<file path="src/rtl/mac_tx_arbiter_pkg.sv">
// Shared types and sizing constants for the MAC TX source arbiter.
package mac_tx_arbiter_pkg;

  localparam int unsigned N_SYMBOLS            = 4;
  localparam int unsigned W_SYMBOL             = 8;
  localparam int unsigned N_TX_SRC             = 4;
  localparam int unsigned MAX_FRAME_TRANS_DFLT = 512;

  // Beat counter must hold MAX_FRAME_TRANS itself without wrapping.
  function automatic int unsigned arb_cnt_width(input int unsigned max_trans);
    return $clog2(max_trans) + 1;
  endfunction

  localparam int unsigned W_ARB_BEAT_CNT = arb_cnt_width(MAX_FRAME_TRANS_DFLT);

  typedef enum logic [2:0] {
    ST_IDLE  = 3'b001,
    ST_FWD   = 3'b010,
    ST_DRAIN = 3'b100
  } arb_state_t;

endpackage

</file>
<file path="src/rtl/mac_tx_arbiter_rr_pick.sv">
// Combinational rotate-priority picker: optional fixed priority for request 0,
// otherwise first requester at or after ptr, wrapping.
module mac_tx_rr_pick #(
  parameter int unsigned N_REQ = 4,
  parameter int unsigned W_IDX = 2
) (
  input  logic [N_REQ-1:0] req,
  input  logic [W_IDX-1:0] ptr,
  input  logic             prio_en,
  output logic [N_REQ-1:0] grant,
  output logic [W_IDX-1:0] idx
);

  logic             found;
  logic [W_IDX-1:0] j;

  always_comb begin
    grant = '0;
    idx   = '0;
    found = 1'b0;
    j     = '0;
    if (prio_en && req[0]) begin
      grant[0] = 1'b1;
    end else begin
      for (int unsigned i = 0; i < N_REQ; i++) begin
        j = W_IDX'((32'(ptr) + i) % N_REQ);
        if (!found && req[j]) begin
          found    = 1'b1;
          grant[j] = 1'b1;
          idx      = j;
        end
      end
    end
  end

endmodule

</file>
<file path="src/rtl/mac_tx_arbiter.sv">
// Frame-atomic AXI-Stream arbiter in front of mac_tx_ctrl; closes underrun and
// oversize frames with a well-formed tlast beat, then drains the source.
module mac_tx_arbiter
  import mac_tx_arbiter_pkg::*;
#(
  parameter int unsigned N_SRC           = N_TX_SRC,
  parameter int unsigned SRC0_PRIO       = 1,
  parameter int unsigned MAX_FRAME_TRANS = MAX_FRAME_TRANS_DFLT
) (
  input  logic                                    i_clk,
  input  logic                                    i_reset_n,
  input  logic                                    i_clk_en,
  input  logic [N_SRC-1:0]                        s_axis_tvalid,
  input  logic [N_SRC-1:0][N_SYMBOLS-1:0]         s_axis_tkeep,
  input  logic [N_SRC-1:0][N_SYMBOLS*W_SYMBOL-1:0] s_axis_tdata,
  input  logic [N_SRC-1:0]                        s_axis_tlast,
  output logic [N_SRC-1:0]                        s_axis_tready,
  output logic                                    m_axis_tvalid,
  output logic [N_SYMBOLS-1:0]                    m_axis_tkeep,
  output logic [N_SYMBOLS*W_SYMBOL-1:0]           m_axis_tdata,
  output logic                                    m_axis_tlast,
  input  logic                                    m_axis_tready,
  output logic [N_SRC-1:0]                        o_grant,
  output logic                                    o_busy,
  output logic                                    o_underrun,
  output logic                                    o_oversize
);

  localparam int unsigned W_IDX = $clog2(N_SRC);
  localparam int unsigned W_CNT = arb_cnt_width(MAX_FRAME_TRANS);

  arb_state_t       state_q, state_d;
  logic [N_SRC-1:0] grant_q, grant_d;
  logic [W_IDX-1:0] gidx_q, gidx_d;
  logic [W_IDX-1:0] rr_q, rr_d, rr_next;
  logic [W_CNT-1:0] cnt_q, cnt_d;
  logic             first_q, first_d;
  logic             prio_q, prio_d;

  logic [N_SRC-1:0] pick_grant;
  logic [W_IDX-1:0] pick_idx;

  logic                          src_valid, src_last;
  logic [N_SYMBOLS-1:0]          src_keep;
  logic [N_SYMBOLS*W_SYMBOL-1:0] src_data;
  logic                          at_max, underrun, oversize;

  mac_tx_rr_pick #(
    .N_REQ (N_SRC),
    .W_IDX (W_IDX)
  ) u_pick (
    .req     (s_axis_tvalid),
    .ptr     (rr_q),
    .prio_en (SRC0_PRIO != 0),
    .grant   (pick_grant),
    .idx     (pick_idx)
  );

  assign src_valid = s_axis_tvalid[gidx_q];
  assign src_last  = s_axis_tlast[gidx_q];
  assign src_keep  = s_axis_tkeep[gidx_q];
  assign src_data  = s_axis_tdata[gidx_q];
  assign at_max    = (cnt_q == W_CNT'(MAX_FRAME_TRANS - 1));
  assign rr_next   = (gidx_q == W_IDX'(N_SRC - 1)) ? '0 : gidx_q + 1'b1;
  assign o_grant   = grant_q;
  assign o_busy    = (state_q != ST_IDLE);

  always_comb begin
    state_d       = state_q;
    grant_d       = grant_q;
    gidx_d        = gidx_q;
    rr_d          = rr_q;
    cnt_d         = cnt_q;
    first_d       = first_q;
    prio_d        = prio_q;
    s_axis_tready = '0;
    m_axis_tvalid = 1'b0;
    m_axis_tkeep  = '0;
    m_axis_tdata  = '0;
    m_axis_tlast  = 1'b0;
    o_underrun    = 1'b0;
    o_oversize    = 1'b0;
    underrun      = 1'b0;
    oversize      = 1'b0;
    case (state_q)
      ST_IDLE: begin
        cnt_d   = '0;
        first_d = 1'b1;
        if (i_clk_en && |s_axis_tvalid) begin
          state_d = ST_FWD;
          grant_d = pick_grant;
          gidx_d  = pick_idx;
          prio_d  = (SRC0_PRIO != 0) && s_axis_tvalid[0];
        end
      end
      ST_FWD: begin
        s_axis_tready[gidx_q] = m_axis_tready & i_clk_en;
        underrun = !first_q && m_axis_tready && i_clk_en && !src_valid;
        oversize = src_valid && at_max && !src_last;
        if (underrun) begin
          m_axis_tvalid = 1'b1;
          m_axis_tlast  = 1'b1;
          o_underrun    = 1'b1;
          state_d       = ST_DRAIN;
        end else begin
          m_axis_tvalid = src_valid;
          m_axis_tkeep  = src_keep;
          m_axis_tdata  = src_data;
          m_axis_tlast  = src_last | oversize;
          if (src_valid && m_axis_tready && i_clk_en) begin
            cnt_d   = cnt_q + 1'b1;
            first_d = 1'b0;
            if (src_last) begin
              state_d = ST_IDLE;
              grant_d = '0;
              cnt_d   = '0;
              first_d = 1'b1;
              if (!prio_q) rr_d = rr_next;
            end else if (oversize) begin
              o_oversize = 1'b1;
              state_d    = ST_DRAIN;
            end
          end
        end
      end
      ST_DRAIN: begin
        s_axis_tready[gidx_q] = i_clk_en;
        if (i_clk_en && src_valid && src_last) begin
          state_d = ST_IDLE;
          grant_d = '0;
          cnt_d   = '0;
          first_d = 1'b1;
          if (!prio_q) rr_d = rr_next;
        end
      end
      default: state_d = ST_IDLE;
    endcase
  end

  always_ff @(posedge i_clk or negedge i_reset_n) begin
    if (!i_reset_n) begin
      state_q <= ST_IDLE;
      grant_q <= '0;
      gidx_q  <= '0;
      rr_q    <= '0;
      cnt_q   <= '0;
      first_q <= 1'b1;
      prio_q  <= 1'b0;
    end else if (i_clk_en) begin
      state_q <= state_d;
      grant_q <= grant_d;
      gidx_q  <= gidx_d;
      rr_q    <= rr_d;
      cnt_q   <= cnt_d;
      first_q <= first_d;
      prio_q  <= prio_d;
    end
  end

endmodule

</file>
<file path="config.mk">
export PLATFORM = sky130hd
export DESIGN_NAME = mac_tx_arbiter
export DESIGN_NICKNAME = d
export VERILOG_FILES = /design/src/rtl/mac_tx_arbiter_pkg.sv /design/src/rtl/mac_tx_arbiter_rr_pick.sv /design/src/rtl/mac_tx_arbiter.sv
export SDC_FILE = /design/constraint.sdc
export NUM_CORES = 1
export LEC_CHECK = 0
export CAP_MARGIN = 5
export CORE_ASPECT_RATIO = 2
export CORE_MARGIN = 4
export CORE_UTILIZATION = 39
export DETAILED_ROUTE_END_ITERATION = 10
export HOLD_SLACK_MARGIN = 0.06
export PLACE_DENSITY_LB_ADDON = 0.12
export RECOVER_POWER = 50
export SYNTH_ARGS = -nofsm -noshare
export SYNTH_HDL_FRONTEND = slang
export SYNTH_SLANG_ARGS = --single-unit
export TNS_END_PERCENT = 5
</file>
<file path="constraint.sdc">
create_clock -name i_clk -period 5.5 [get_ports i_clk]
set_input_delay 0.55 -clock i_clk [delete_from_list [all_inputs] [get_ports i_clk]]
set_output_delay 0.55 -clock i_clk [all_outputs]
set_load 0.05 [all_outputs]
</file>
=== Word level (Yosys, flattened, before mapping) ===
Index checks and enable logic that the tools add are counted.

* Register bits: 23
* Latch bits: 0
* Bits in writable memories: 0
* Bits in read-only memories: 0
* Input port bits: 156
* Output and inout bits: 49
* Logic and storage cells: 166
* Memories: 0

* Add/sub/neg operators: 5
* Multipliers: 0
* Div/mod/pow operators: 0
* Order comparisons: 10
* Equality and inequality tests: 13
* Shift operators: 0
* Mux-type cells: 92
* Bitwise operators: 7
* Reduce and logical (&&, ||, !) cells: 32

{| class="wikitable"
|+ Operators with widths
! cell !! count
|-
| 2-to-1 mux 32 bit || 3
|-
| binary-select mux 32 bit (select 2 bit) || 1
|-
| 2-to-1 mux 4 bit || 15
|-
| 2-to-1 mux 10 bit || 4
|-
| 2-to-1 mux 1 bit || 33
|-
| case mux 10 bit (3 select lines) || 1
|-
| 2-to-1 mux 2 bit || 11
|-
| 2-to-1 mux 3 bit || 7
|-
| logical AND 1 bit || 18
|-
| less-than comparator 2 x 3 -> 1 bit, second input constant || 5
|-
| binary-select mux 1 bit (select 2 bit) || 6
|-
| bitwise OR 4 bit || 3
|-
| case mux 4 bit (3 select lines) || 1
|-
| adder 10 x 1 -> 10 bit, second input constant || 1
|-
| demux 1 bit (select 2 bit) || 5
|-
| == test 10 x 9 -> 1 bit, second input constant || 1
|-
| greater-or-equal comparator 2 x 1 -> 1 bit, second input constant || 5
|-
| inequality test 2 bit, second input constant || 5
|-
| AND reduction 5 bit || 2
|-
| case mux 3 bit (3 select lines) || 1
|-
| AND 4 bit || 2
|-
| binary-select mux 4 bit (select 2 bit) || 1
|-
| case mux 4 bit (2 select lines) || 1
|-
| AND reduction 7 bit || 1
|-
| other kinds (19) || 26
|}

=== Logic depth before layout (Yosys ltp) ===
Gate-level depths: netlist of the first run.

* Word-level depth: 18
* Mapped depth: 9
* Mapped depth without buffers: 7

=== Cells and area by module ===
Synthesis of the first run repeated with hierarchy kept, for this count alone.

* Cell total of the unflattened synthesis: 313
* Area, all modules: 3,055.4 um^2

{| class="wikitable"
|+ Modules (own cells, without submodules)
! module !! times used !! cells an instance !! area each (um^2) !! sequential area each (um^2)
|-
| mac_tx_arbiter || 1 || 246 || 2,536.2 || 578.1
|-
| mac_tx_rr_pick || 1 || 67 || 519.2 || 0.0
|}

=== Worst setup path after synthesis of the first run ===
Ideal clock, no wire load.

* Path type: input to output
* Start: in s_axis_tvalid[3]
* End: out o_underrun
* Arrival time: 2.360 ns
* Data required time: 4.950 ns
* Slack: 2.590 ns
* Stages on the path: 4
* Buffers on the path: 1
* Path through: mux4_2 -> or3_1 -> clkbuf_1 -> nor2_1

* Word-level cells in the longest chain between the ends: 6

{| class="wikitable"
|+ RTL lines
! item !! RTL line !! RTL
|-
| start: declaration || mac_tx_arbiter.sv:13 || <nowiki>input logic [N_SRC-1:0] s_axis_tvalid,</nowiki>
|-
| binary-select mux 1 bit (select 2 bit) || mac_tx_arbiter.sv:59 || <nowiki>assign src_valid = s_axis_tvalid[gidx_q];</nowiki>
|-
| 2-to-1 mux 1 bit (implied by the code) || mac_tx_arbiter.sv:59 ||
|-
| zero test 1 bit || mac_tx_arbiter.sv:98 || <nowiki>underrun = !first_q && m_axis_tready && i_clk_en && !src_valid;</nowiki>
|-
| logical AND 1 bit || mac_tx_arbiter.sv:98 ||
|-
| 2-to-1 mux 1 bit || mac_tx_arbiter.sv:100 || <nowiki>if (underrun) begin</nowiki>
|-
| 2-to-1 mux 1 bit || mac_tx_arbiter.sv:85 || <nowiki>case (state_q)</nowiki>
|-
| end: declaration || mac_tx_arbiter.sv:25 || <nowiki>output logic o_underrun,</nowiki>
|}

No other way between the ends. The select of a mux whose other input is x is not followed.

=== Worst setup path in the final report of the first run ===
* Start: in s_axis_tvalid[0]
* End: out o_underrun

Same word-level chain as after synthesis.

==> flow_metrics.tcl, run 1 <==
set metrics [dict create \
    worstRegToRegCells 5 \
    async_flop_share_pct 100 \
    maxCapViolCount 0 \
    min_period_ns 4.50 \
    netlist.area_leader.share_pct 31.8 \
    grt_pass1_vias 3453 \
    rsz0062_at_grt "false" \
    clkLatencyLatePin_ns 0.26 \
    avgSynthCellArea_um2 10.4 \
    critPathLaunchType "input port" \
    yosysUniqueCellTypes 57 \
    core_region_area_mm2 0.00732 \
    drt-initial-drc-count 131 \
    finClkSkew_ns 0.00194 \
    arrival_ns 3.95 \
    synth_cells 287 \
    grt-ovfl-total 0 \
    antenna_left 0 \
    port_buffers 204 \
    areaGrowthSynthToFinish_pct 71.0 \
    min_path_cells 2 \
    drc_errors 0 \
    cts_buffer_depth 2 \
    io_pins 205 \
    critPathMaxFanout 41 \
    post-place-ws_ns 1.02 \
    max_slew.worst_pin.slew_ns 1.42 \
    fin_crit_sh_pct 81.8 \
    drv_slew 0 \
    clkTransAtPathRegs_ns 0.06 \
    synth_seq_cells 23 \
    status "finished, final reports clean" \
    yosysSeqAreaShare_pct 19.4 \
    end_kind "output port" \
    grt_max_degree 43 \
    path_class "input port to output port" \
    start_util_pct 40.6 \
    route.detailed.wl_per_inst_um 22.2 \
    worst_slack_ns 1.00 \
    required_ns 4.95 \
    die_y_um 131 \
    min-delay-start "o_grant[0]$_DFFE_PN0P_" \
    nets 639 \
    grt_pass1_wl_um 19500 \
    vias 3344 \
    r2r_end "cnt_q[9]$_DFFE_PN0P_" \
    synth_edf_count 0 \
    synthesis.area_mm2 0.00297 \
    dr.pass1.iters 4 \
    timing.rr.start "gidx_q[0]$_DFFE_PN0P_" \
    n_fill_cell 582 \
    dp_hpwl_um 10400 \
    totalPowerFinal_mw 1.75 \
    hold_viol_final 0 \
    postCtsSetupRepairBufs 0 \
    htreeDepth 1 \
    totalWireLength_um 12500 \
    grt_util_all_layers_pct 26.9 \
    synth_top_cell_by_area "mux4_2" \
    numCtsBuffers 3 \
    hold_path.class "flop to flop" \
    cts_root_buffer "clkbuf_16" \
    antenna_cells 0 \
    gp_congestion 0.881 \
    die_w_um 69.7 \
    num_rows 44 \
    synth.most_common_cell "mux4_2" \
    drive_gt1_share_pct 12.1 \
    synth_commonest_cells "mux4_2, and3_1, dfrtp_1" \
    relSlewSlack_pct 5.10 \
    via_per_inst 5.94 \
    die-area_mm2 0.00917 \
    clock_sinks 23 \
    min_to "o_grant[0]$_DFFE_PN0P_" \
    p_leak_nw 2.00 \
    setup_viol 0 \
    antenna_found_initial 0 \
    ctsResizeCount 0 \
    final.setup.tns_ns 0 \
    hold_buffers 0 \
    max-vdd-ir-drop_v 0.000332 \
    synth_nets 454 \
    yosys_warnings 0 \
    max_freq_mhz 222 \
    synth_top_flop_cell "dfrtp_1" \
    reg2reg_slack_ns 1.91 \
    power_density_mw_per_mm2 344 \
    placedInstanceArea_mm2 0.00503 \
    fin_area_mm2 0.00508 \
    cts_tree "done" \
    yosys-top-cells-area "mux4_2, dfrtp_1, and3_1" \
]
## cell type report
class,count,area (µm²),area share (%)
clock buffer,4,78.8,1.55
sequential,23,581,11.4
multi-input combinational,225,2200,43.3
timing repair buffer,207,2060,40.6
tap,92,115,2.26
inverter,12,45.0,0.886
## stage by stage
| step | util, % | hold slack, ns | cells |
|---|---|---|---|
| final | 69.4 | 0.502 | 563 |
| after global routing | 69.4 | 0.534 | 563 |
| after CTS | 69.8 | 0.510 | 563 |
| after detailed placement | 68.7 | 0.499 | 559 |
| after global placement | 68.7 | 0.480 | 559 |
| after floorplan | - | 0.254 | 287 |
## registers in the layout, indices dropped and copies added (netlist names)
| name | flops |
|---|---|
| cnt_q | 10 |
| o_grant | 4 |
| state_q | 3 |
| gidx_q | 2 |
| rr_q | 2 |
| first_q | 1 |
| prio_q | 1 |
## worst max-delay path: stages
cell             delay [ns]
dlygate4sd3_1          0.71
mux4_2                 0.63
or3_1                  0.85
nor2_1                 0.33
clkdlybuf4s50_1        0.86
## report_power, final
| group | internal (mW) | total [mW] | switching, mW |
|---|---|---|---|
| sequential | 0.216 | 0.280 | 0.0643 |
| combinational | 0.614 | 1.31 | 0.697 |
| clock | 0.0990 | 0.159 | 0.0596 |
| total | 0.929 | 1.75 | 0.821 |
## cell families after synthesis
| family | after synthesis | synth area share (%) |
|---|---|---|
| buffers and inverters | 39 | 5.81 |
| muxes | 47 | 33.7 |
| adders and majority gates | 11 | 4.63 |
| and+or+nand+nor | 115 | 22.7 |
| xor gates and xnor gates | 2 | 0.589 |
| DFF | 23 | 19.4 |
| AOI/OAI and AO/OA | 50 | 13.2 |
## routing by layer
metal	vias up	share of wire [%]	GRT usage, %
met4	0	3.3	9.06
met2	189	52	48.9
met3	27	9.9	8.10
met5	-	0	0
met1	1617	34	29.1
li1	1511	-	-
## placed cells by master, fill, tap and decap left out, types with 2 or more instances in the layout
| cell | synthesis | routed |
|---|---|---|
| dlygate4sd3_1 | 0 | 7 |
| a211o_1 | 2 | 2 |
| mux2_2 | 2 | 2 |
| mux2_1 | 2 | 2 |
| dfrtp_1 | 21 | 19 |
| clkdlybuf4s50_1 | 0 | 197 |
| and2_1 | 6 | 6 |
| clkbuf_16 | 0 | 3 |
| or4_1 | 3 | 3 |
| nand3_1 | 6 | 6 |
| a221o_1 | 7 | 7 |
| o21ai_0 | 6 | 7 |
| dfstp_2 | 2 | 2 |
| a21oi_1 | 6 | 7 |
| nor2b_1 | 5 | 5 |
| or3_1 | 2 | 2 |
| mux4_2 | 42 | 42 |
| nand2_1 | 13 | 13 |
| and3_1 | 40 | 40 |
| o31ai_1 | 2 | 2 |
| ha_1 | 11 | 11 |
| buf_4 | 0 | 2 |
| nor3b_1 | 3 | 3 |
| a31oi_1 | 8 | 8 |
| nor3_1 | 5 | 5 |
| nand2b_1 | 5 | 5 |
| nor2_1 | 16 | 17 |
| inv_1 | 12 | 12 |
| dfrtp_2 | 0 | 2 |
| a221oi_1 | 5 | 5 |
## worst max path at each step
stage / from / endpoint / depth (start not counted)
after floorplan: s_axis_tvalid[3] / o_underrun / 4
after global placement: s_axis_tvalid[0] / o_underrun / 5
after detailed placement: s_axis_tvalid[0] / o_underrun / 5
after CTS: s_axis_tvalid[0] / o_underrun / 5
after global routing: gidx_q[0]$_DFFE_PN0P_ / o_oversize / 5
final: s_axis_tvalid[0] / o_underrun / 5
Power figures use the tool's default switching activity.
==> run 2: changes to the inputs <==
--- a/config.mk
+++ b/config.mk
@@ -8,7 +8,7 @@
 export CAP_MARGIN = 5
 export CORE_ASPECT_RATIO = 2
 export CORE_MARGIN = 4
-export CORE_UTILIZATION = 39
+export CORE_UTILIZATION = 33
 export DETAILED_ROUTE_END_ITERATION = 10
 export HOLD_SLACK_MARGIN = 0.06
 export PLACE_DENSITY_LB_ADDON = 0.12
==> constraint.sdc (replaced) <==
create_clock -name i_clk -period 4.1 [get_ports i_clk]
set_input_delay 0.41 -clock i_clk [delete_from_list [all_inputs] [get_ports i_clk]]
set_output_delay 0.41 -clock i_clk [all_outputs]
set_load 0.05 [all_outputs]
==> run 2 against run 1 <==
Count of clock-buffer cells in the layout fell by 1. Hold slack got worse by 0.0025 ns. Clock power up 38%. Register-to-register slack worse by 0.51 ns. Critical path type unchanged. Critical endpoint is now m_axis_tdata[20].
==> flow_metrics.tcl, run 2 (same netlist as run 1, synthesis figures left out) <==
set metrics [dict create \
    setup_viol 0 \
    start_util_pct 34.1 \
    relSlewSlack_pct 25.4 \
    totalWireLength_um 13000 \
    antenna_left 0 \
    min_period_ns 3.83 \
    worst_slack_ns 0.269 \
    cpLargestDelayFamily "buffers and inverters" \
    cts_buffer_depth 2 \
    drive_gt1_share_pct 19.1 \
    final.setup.tns_ns 0 \
    drv_slew 0 \
    nets 644 \
    grt_max_degree 41 \
    die_y_um 142 \
    die-area_mm2 0.0107 \
    vias 3307 \
    slowest_stage "or3_1" \
    critPathLaunchType "input port" \
    post-place-ws_ns 0.270 \
    drt-initial-drc-count 95 \
    hold_buffers 0 \
    max_freq_mhz 261 \
    path_class "input port to output port" \
    num_rows 48 \
    clkTransAtPathRegs_ns 0.06 \
    cp_num_buf_inv 2 \
    clock_sinks 23 \
    cts_tree "done" \
    grt_pass1_vias 3557 \
    final_common_cell "clkdlybuf4s50_1" \
    min_path_cells 1 \
    fin_crit_sh_pct 93.4 \
    critPathMaxFanout 27 \
    grt_util_all_layers_pct 23.9 \
    min_to "cnt_q[0]$_DFFE_PN0P_" \
    gp_congestion 0.854 \
    maxCapViolCount 0 \
    grt-ovfl-total 0 \
    min-delay-start "cnt_q[0]$_DFFE_PN0P_" \
    clkLatencyLatePin_ns 0.26 \
    dp_hpwl_um 11100 \
    grt_pass1_wl_um 19100 \
    max_slew.worst_pin.slew_ns 1.12 \
    via_per_inst 5.71 \
    arrival_ns 3.42 \
    reg2reg_slack_ns 1.40 \
    rsz0062_at_grt "false" \
    ctsResizeCount 0 \
    core_region_area_mm2 0.00871 \
    worstRegToRegCells 6 \
    numCtsBuffers 3 \
    r2r_end "o_grant[3]$_DFFE_PN0P_" \
    power_density_mw_per_mm2 466 \
    route.detailed.wl_per_inst_um 22.5 \
    hold_viol_final 0 \
    drc_errors 0 \
    mostFrequentLayoutCells "clkdlybuf4s50_1, mux4_2, and3_1" \
    status "finished, final reports clean" \
    cts_root_buffer "clkbuf_16" \
    max-vdd-ir-drop_v 0.000310 \
    dr.pass1.iters 4 \
    top_register "cnt_q" \
    hold_path.class "flop to flop" \
    timing.rr.start "rr_q[1]$_DFFE_PN0P_" \
    port_buffers 204 \
    areaGrowthSynthToFinish_pct 71.0 \
    postCtsSetupRepairBufs 0 \
    path_cells "dlygate4sd3_1, mux4_2, or3_1, and3_1, clkdlybuf4s50_1" \
    io_pins 205 \
    die_w_um 75.1 \
    required_ns 3.69 \
    largest_reg_flops 10 \
    antenna_found_initial 4 \
    htreeDepth 1 \
    slowest_delay_ns 0.72 \
    finClkSkew_ns 0.00391 \
    p_leak_nw 2.08 \
    end_kind "output port" \
]
==> run 2: how the worst max path moves through the flow <==
stage                        startpoint                    end  cells past startpoint
floorplan           rr_q[0]$_DFFE_PN0P_  gidx_q[1]$_DFFE_PN0P_                      7
global placement       s_axis_tvalid[3]       m_axis_tdata[20]                      5
detailed placement     s_axis_tvalid[3]       m_axis_tdata[20]                      5
CTS                    s_axis_tvalid[3]       m_axis_tdata[20]                      5
global route           s_axis_tvalid[1]       m_axis_tdata[24]                      5
finish                 s_axis_tvalid[1]       m_axis_tdata[20]                      5
==> run 2: area by class of cell <==
| type | instances | area [µm²] |
|---|---|---|
| Fill cell | 771 | 3620 |
| Multi-Input combinational cell | 225 | 2210 |
| Sequential cell | 23 | 581 |
| Inverter | 12 | 45.0 |
| Antenna cell | 3 | 7.51 |
| Timing Repair Buffer | 212 | 2030 |
| Tap cell | 100 | 125 |
| Clock inverter | 1 | 5.00 |
| Clock buffer | 3 | 75.1 |
==> run 2: metal layers <==
layer,GRT usage [%],routed length (µm),vias to the layer above
met2,47.6,7360,170
met5,0,13,-
met4,6.94,338,2
met1,22.4,4070,1587
li1,-,-,1528
met3,5.87,1260,20
==> run 2: through the flow <==
stage	util [%]	power [mW]	hold WS, ns	instances	area [µm²]
after floorplan	-	1.65	0.114	287	2970
after global placement	57.6	2.17	0.480	572	5010
after detailed placement	57.6	2.19	0.493	572	5010
after CTS	58.5	2.41	0.499	576	5090
after global routing	58.4	2.52	0.521	579	5080
final	58.4	2.37	0.499	579	5080
==> run 2: power breakdown <==
part / internal (mW) / total (mW) / switching, mW
registers: 0.289 / 0.360 / 0.0706
clock network: 0.131 / 0.219 / 0.0871
logic: 0.818 / 1.79 / 0.974
